==> src/rtl/vc_input_unit.sv <==
// rtl/vc_input_unit.sv - virtual-channel router input unit with per-VC FIFOs, dimension-order routing and round-robin output
// Optional feature macro: ROUTE_CHECK_EN (head CHECK bit vs. even parity of DST; bad packets are dropped)
module vc_input_unit #(
   parameter logic [2:0] X         = 3'd0,
   parameter logic [2:0] Y         = 3'd0,
   parameter logic [2:0] Z         = 3'd0,
   parameter int          FLIT_SIZE = 64,
   parameter int          NUM_VC    = 2,
   parameter int          VC_DEPTH  = 8,
   localparam int         VCW       = $clog2(NUM_VC)
) (
   input  logic                 clk,
   input  logic                 rst,
   input  logic [FLIT_SIZE-1:0] data_in,
   input  logic                 valid_in,
   input  logic [VCW-1:0]       vc_in,
   output logic                 credit_out,
   output logic [VCW-1:0]       credit_vc,
   output logic                 out_req,
   output logic [2:0]           out_port,
   output logic [VCW-1:0]       out_vc,
   output logic [FLIT_SIZE-1:0] out_data,
   input  logic                 out_grant,
   output logic                 overflow,
   output logic [7:0]           drop_cnt
);
   localparam int AW = $clog2(VC_DEPTH);

   typedef enum logic [1:0] {S_IDLE, S_ROUTE, S_ACTIVE, S_DROP} vc_state_t;

   logic [FLIT_SIZE-1:0] mem [NUM_VC][VC_DEPTH];
   logic [AW:0]          wr_ptr [NUM_VC];
   logic [AW:0]          rd_ptr [NUM_VC];
   logic [FLIT_SIZE-1:0] front [NUM_VC];
   logic [1:0]           ftype [NUM_VC];
   logic [2:0]           route [NUM_VC];
   vc_state_t            state [NUM_VC];
   vc_state_t            state_nxt [NUM_VC];
   logic [NUM_VC-1:0]    empty, full, elig, deq, wr_ok, bad_check;
   logic [VCW-1:0]       rr_ptr, sel, lock_vc, idx;
   logic                 locked, found, granted, maint_taken;
   logic [7:0]           drop_nxt;

   // head and single share equal type bits; tail and single have bit 1 set
   function automatic logic is_head(input logic [1:0] t);
      return t[1] == t[0];
   endfunction

   function automatic logic is_last(input logic [1:0] t);
      return t[1];
   endfunction

   // dimension-order routing on the {x,y,z} destination field
   function automatic logic [2:0] calc_route(input logic [8:0] dst);
      logic [2:0] dx, dy, dz;
      dx = dst[8:6];
      dy = dst[5:3];
      dz = dst[2:0];
      if (dx > X)      return 3'd1;
      else if (dx < X) return 3'd2;
      else if (dy > Y) return 3'd3;
      else if (dy < Y) return 3'd4;
      else if (dz > Z) return 3'd5;
      else if (dz < Z) return 3'd6;
      else             return 3'd0;
   endfunction

   // per-VC FIFO status, front flit and write acceptance
   always_comb begin
      for (int v = 0; v < NUM_VC; v++) begin
         empty[v] = (wr_ptr[v] == rd_ptr[v]);
         full[v]  = (wr_ptr[v][AW] != rd_ptr[v][AW]) && (wr_ptr[v][AW-1:0] == rd_ptr[v][AW-1:0]);
         front[v] = mem[v][rd_ptr[v][AW-1:0]];
         ftype[v] = front[v][FLIT_SIZE-1 -: 2];
         elig[v]  = (state[v] == S_ACTIVE) && !empty[v];
         wr_ok[v] = valid_in && (vc_in == VCW'(v)) && (!full[v] || deq[v]);
`ifdef ROUTE_CHECK_EN
         bad_check[v] = front[v][FLIT_SIZE-12] != (^front[v][FLIT_SIZE-3 -: 9]);
`else
         bad_check[v] = 1'b0;
`endif
      end
   end

   // round-robin selection, locked onto the offered VC until it is granted
   always_comb begin
      found = 1'b0;
      sel   = '0;
      idx   = '0;
      if (locked) begin
         found = 1'b1;
         sel   = lock_vc;
      end else begin
         for (int i = 0; i < NUM_VC; i++) begin
            idx = rr_ptr + VCW'(i);
            if (!found && elig[idx]) begin
               found = 1'b1;
               sel   = idx;
            end
         end
      end
   end

   // output process: one dequeue per cycle, switch grant first, drop/discard only when nothing is offered
   always_comb begin
      out_req     = found && !rst;
      granted     = out_req && out_grant;
      deq         = '0;
      maint_taken = 1'b0;
      if (granted) begin
         deq[sel] = 1'b1;
      end else if (!out_req && !rst) begin
         for (int v = 0; v < NUM_VC; v++) begin
            if (!maint_taken && !empty[v] &&
                (state[v] == S_DROP || (state[v] == S_IDLE && !is_head(ftype[v])))) begin
               deq[v]      = 1'b1;
               maint_taken = 1'b1;
            end
         end
      end
      credit_out = |deq;
      credit_vc  = '0;
      for (int v = 0; v < NUM_VC; v++) begin
         if (deq[v]) credit_vc = VCW'(v);
      end
      out_port = out_req ? route[sel] : 3'd0;
      out_vc   = out_req ? sel : '0;
      out_data = out_req ? front[sel] : '0;
   end

   // next-state process; IDLE looks at the incoming flit when its FIFO is empty to save a cycle
   always_comb begin
      for (int v = 0; v < NUM_VC; v++) begin
         state_nxt[v] = state[v];
         case (state[v])
            S_IDLE: begin
               if (!empty[v]) begin
                  if (is_head(ftype[v])) state_nxt[v] = S_ROUTE;
               end else if (valid_in && vc_in == VCW'(v) && is_head(data_in[FLIT_SIZE-1 -: 2])) begin
                  state_nxt[v] = S_ROUTE;
               end
            end
            S_ROUTE:  state_nxt[v] = bad_check[v] ? S_DROP : S_ACTIVE;
            S_ACTIVE,
            S_DROP: begin
               if (deq[v] && is_last(ftype[v])) state_nxt[v] = S_IDLE;
            end
            default:  state_nxt[v] = S_IDLE;
         endcase
      end
   end

   // saturating count of packets rejected in ROUTE
   always_comb begin
      drop_nxt = drop_cnt;
      for (int v = 0; v < NUM_VC; v++) begin
         if (state[v] == S_ROUTE && bad_check[v] && drop_nxt != 8'hFF) drop_nxt = drop_nxt + 8'd1;
      end
   end

   // state register
   always_ff @(posedge clk) begin
      for (int v = 0; v < NUM_VC; v++) begin
         if (rst) state[v] <= S_IDLE;
         else     state[v] <= state_nxt[v];
      end
   end

   // FIFO storage, no reset needed since pointers define validity
   always_ff @(posedge clk) begin
      for (int v = 0; v < NUM_VC; v++) begin
         if (wr_ok[v]) mem[v][wr_ptr[v][AW-1:0]] <= data_in;
      end
   end

   // FIFO pointers and sticky overflow flag
   always_ff @(posedge clk) begin
      if (rst) begin
         for (int v = 0; v < NUM_VC; v++) begin
            wr_ptr[v] <= '0;
            rd_ptr[v] <= '0;
         end
         overflow <= 1'b0;
      end else begin
         for (int v = 0; v < NUM_VC; v++) begin
            if (deq[v])   rd_ptr[v] <= rd_ptr[v] + 1'b1;
            if (wr_ok[v]) wr_ptr[v] <= wr_ptr[v] + 1'b1;
            if (valid_in && vc_in == VCW'(v) && !wr_ok[v]) overflow <= 1'b1;
            if (deq[v] && state[v] == S_IDLE) overflow <= 1'b1;
         end
      end
   end

   // route registers, arbitration pointer, offer lock and drop counter
   always_ff @(posedge clk) begin
      if (rst) begin
         for (int v = 0; v < NUM_VC; v++) route[v] <= 3'd0;
         rr_ptr   <= '0;
         locked   <= 1'b0;
         lock_vc  <= '0;
         drop_cnt <= 8'd0;
      end else begin
         for (int v = 0; v < NUM_VC; v++) begin
            if (state[v] == S_ROUTE) route[v] <= calc_route(front[v][FLIT_SIZE-3 -: 9]);
         end
         locked   <= out_req && !out_grant;
         lock_vc  <= sel;
         drop_cnt <= drop_nxt;
         if (granted) rr_ptr <= sel + 1'b1;
      end
   end
endmodule

==> config.mk <==
export PLATFORM = sky130hd
export DESIGN_NAME = vc_input_unit
export DESIGN_NICKNAME = d
export VERILOG_FILES = /design/src/rtl/vc_input_unit.sv
export SDC_FILE = /design/constraint.sdc
export NUM_CORES = 1
export LEC_CHECK = 0
export ABC_AREA = 1
export BUFFER_PORTS_ARGS = -buffer_cell sky130_fd_sc_hd__buf_2
export CAP_MARGIN = 25
export CORE_ASPECT_RATIO = 1.4
export CORE_UTILIZATION = 40
export CTS_BUF_LIST = sky130_fd_sc_hd__clkbuf_4 sky130_fd_sc_hd__clkbuf_8
export CTS_CLUSTER_SIZE = 25
export DETAILED_ROUTE_END_ITERATION = 6
export GPL_TIMING_DRIVEN = 0
export PLACE_DENSITY = 0.55
export SLEW_MARGIN = 25
export SYNTH_ARGS = -nofsm -noshare
export SYNTH_HDL_FRONTEND = slang
export SYNTH_SLANG_ARGS = --single-unit
==> constraint.sdc <==
create_clock -name clk -period 9.28 [get_ports clk]
set_input_delay 1.856 -clock clk [delete_from_list [all_inputs] [get_ports clk]]
set_output_delay 1.856 -clock clk [all_outputs]
set_load 0.01 [all_outputs]
==> impl_metrics.yaml <==
power:
  p_per_area_nw_per_um2: 286.1
  p_leak_nw: 16.95
  seq_power_share_pct: 39.2
  p_sw_mw: 5.336
  clockPowerShare_pct: 26.2
  power.internal_mw: 8.673
  ir_drop_uv: 121.5
  pwr-share-comb_pct: 34.6
  sw_frac_of_total_pct: 38.09
timing:
  setup_violations: 0
  slew_viol_final: 0
  whs_ns: 0.4881
  clock_skew_ns: 0.03049
  slew_headroom_pct: 26.44
  finalSetupTns_ns: 0
  max_freq_ghz: 0.1599
  setup_ws_ns: 3.026
  rsz0062_at_grt: "no"
  fin_crit_sh_pct: 67.39
  finalCriticalPeriod_ns: 6.254
  hold_viol: 0
  worst_slew_pin_slew_ns: 1.103
cts:
  cts_tree: "done"
  htreeDepth: 4
  cts_buffers: 159
  cts_root_buffer: "clkbuf_8"
  postCtsSetupRepairBufs: 0
  ctsResizeCount: 0
  clock_path_buffers: 3
  path_clk_slew_ns: 0.07
  cts-hold-fix-buffers: 0
  cts.sinks: 1054
  insertion_delay_ns: 0.83
floorplanning:
  die_h_um: 385.9
  rows: 140
  die_width_um: 276.2
  core_um2: 104200
  io_pins: 149
  initial_core_util_pct: 40.41
  die-area_um2: 106600
logic_synthesis:
  postSynth.asyncResetShare_pct: 0
  synth_area_per_cell_um2: 12.84
  ys_types: 41
  synth_edf_count: 1046
  syn_area_um2: 42120
  yosys_warnings: 0
  seq_area_frac_synth_pct: 74.96
  ys_seq_elements: 1054
  ys.flop_type: "edfxtp_1"
  netlist_instances: 3279
final_layout:
  final_area_um2: 48970
  drive_above_1_share_pct: 15.83
  nets: 3762
  area_growth_pct: 16.26
setup_path:
  cp.depth: 8
  cp_top_family: "buffers and inverters"
  crit_top_cell: "clkbuf_1"
  crit_path_max_incr_delay_ns: 0.53
  crit_slowest_cell: "clkbuf_1"
  path_buf_inv: 5
  crit_chain: "clkbuf_1 -> inv_1 -> nand2_2 -> inv_2 -> clkbuf_1 -> o21ai_0 -> a21oi_1 -> buf_2"
  worstPathRequired_ns: 7.42
  crit_arrival_ns: 4.40
  end_kind: "primary output"
  worstRegToRegCells: 19
  crit_type: "in2out"
  critPathMaxFanout: 10
  cp-start-kind: "input port"
drt:
  first_iter_violations: 2529
  wl_per_cell_um: 24.29
  routed_via_density: 5.439
  dr.pass1.iters: 6
  wirelength_um: 125300
  drc_errors: 0
  routed-via-count: 28051
  ant_nets: 0
grt:
  grt_pass1_vias: 28047
  grt.overflow.total: 0
  grt_max_degree: 22
  antenna_found_initial: 11
  grt_pass1_wl_um: 182500
  track_usage_pct: 23.48
hold_path:
  hold_path_class: "reg2reg"
  hold_depth: 2
run_status:
  status: "finished clean"
place:
  hpwl_um: 86500
  pre_cts_slack_ns: 3.062
  postPlaceCellArea_um2: 45970
  io_buffers: 139
  gp_congestion: 0.7945
flow_run:
  cap_violations: 0
[cells in the final DEF (no fill, tap or decap), drive strengths merged]
| master | instances |
|---|---|
| o22ai | 86 |
| or2 | 1 |
| clkinvlp | 3 |
| a21oi | 234 |
| a31oi | 11 |
| a21boi | 2 |
| a32oi | 53 |
| nand2 | 725 |
| edfxtp | 1046 |
| nand3b | 1 |
| a22oi | 1 |
| buf | 337 |
| inv | 52 |
| conb | 8 |
| clkinv | 49 |
| dfxtp | 8 |
| nand3 | 190 |
| xor2 | 8 |
| ha | 4 |
| bufinv | 2 |
| diode | 6 |
| nor3 | 12 |
| xnor2 | 9 |
| nor2 | 241 |
| a32o | 53 |
| nand4 | 5 |
| clkbuf | 353 |
| nor3b | 1 |
| nor4 | 1 |
| nor4b | 1 |
| o21ai | 305 |
[metal layers]
metal	global-route usage (%)	wire length [um]	share of wire, %	vias to the layer above
met2	41.81	64770	52	963
met1	27.40	48150	38	13971
met5	0	27	0.022	-
li1	-	-	-	12871
met4	11.15	5151	4.1	4
met3	4.293	7145	5.7	242
[synthesized netlist by cell type (12+ instances only)]
library cell | count | area, um2
edfxtp_1 | 1046 | 31410
nand2_1 | 713 | 2676
o21ai_0 | 245 | 1226
a21oi_1 | 233 | 1166
nor2_1 | 231 | 867.1
nand3_1 | 185 | 925.9
clkbuf_1 | 134 | 503.0
o22ai_1 | 86 | 538.0
o21ai_1 | 60 | 300.3
a32o_1 | 53 | 530.5
a32oi_1 | 53 | 464.2
buf_2 | 45 | 225.2
inv_1 | 43 | 161.4
buf_1 | 32 | 120.1
buf_4 | 13 | 97.59
nor3_1 | 12 | 60.06
[state kept, by name, indices dropped and copies added (netlist names)]
signal and count:
state 4, locked 1, mem 1024, rr_ptr 1, route 6, wr_ptr 8
lock_vc 1, overflow 1, rd_ptr 8
[worst paths after layout]
kind | from | end | slack [ns]
max | rst | out_data[51] | 3.03
min | rr_ptr | rr_ptr | 0.49
max reg2reg | rd_ptr[0][1] | mem[0][475] | 5.41
min reg2reg | rr_ptr | rr_ptr | 0.49
[metrics by stage]
step / total power, mW / utilization [%] / cells
6_report: 14.01 / 46.98 / 5157
5_1_grt: 14.73 / 46.98 / 5155
4_1_cts: 14.11 / 46.97 / 5151
3_5_place_dp: 10.46 / 44.10 / 4877
3_3_place_gp: 10.40 / 42.72 / 4774
2_1_floorplan: 8.428 / - / 3286
[cells by family (layout without fill, tap and decap cells)]
family,after synthesis,after routing,synth area share [%]
simple gates,1178,1178,11.45
other cells,1,14,0.008904
fa+ha+maj,4,4,0.1188
xor+xnor,17,17,0.3535
flops,1054,1054,74.96
buf+inv,280,796,2.843
compound gates,745,745,10.27
[final cells by class]
cell class | count | area [um2]
timing repair buffer | 242 | 2031
buffer | 230 | 1015
antenna | 6 | 15.01
sequential | 1054 | 31570
fill | 9301 | 55260
clock buffer | 218 | 2681
clock inverter | 56 | 304.0
tap | 1349 | 1688
inverter | 50 | 190.2
multi-input combinational | 1952 | 9472
[power groups by stage]
stage | clock network [mW] | logic, mW | registers, mW
after global routing | 3.92 | 5.31 | 5.50
final | 3.67 | 4.85 | 5.49
after CTS | 3.74 | 4.88 | 5.49
after floorplan | 0 | 2.84 | 5.59
after global placement | 0 | 4.78 | 5.62
after detailed placement | 0 | 4.87 | 5.59
[worst min-delay path: stages, from the launching register on]
cell and delay (ns):
dfxtp_1 0.30, inv_1 0.08, a21oi_1 0.07
Note: power is estimated with default switching activity, not from simulation.
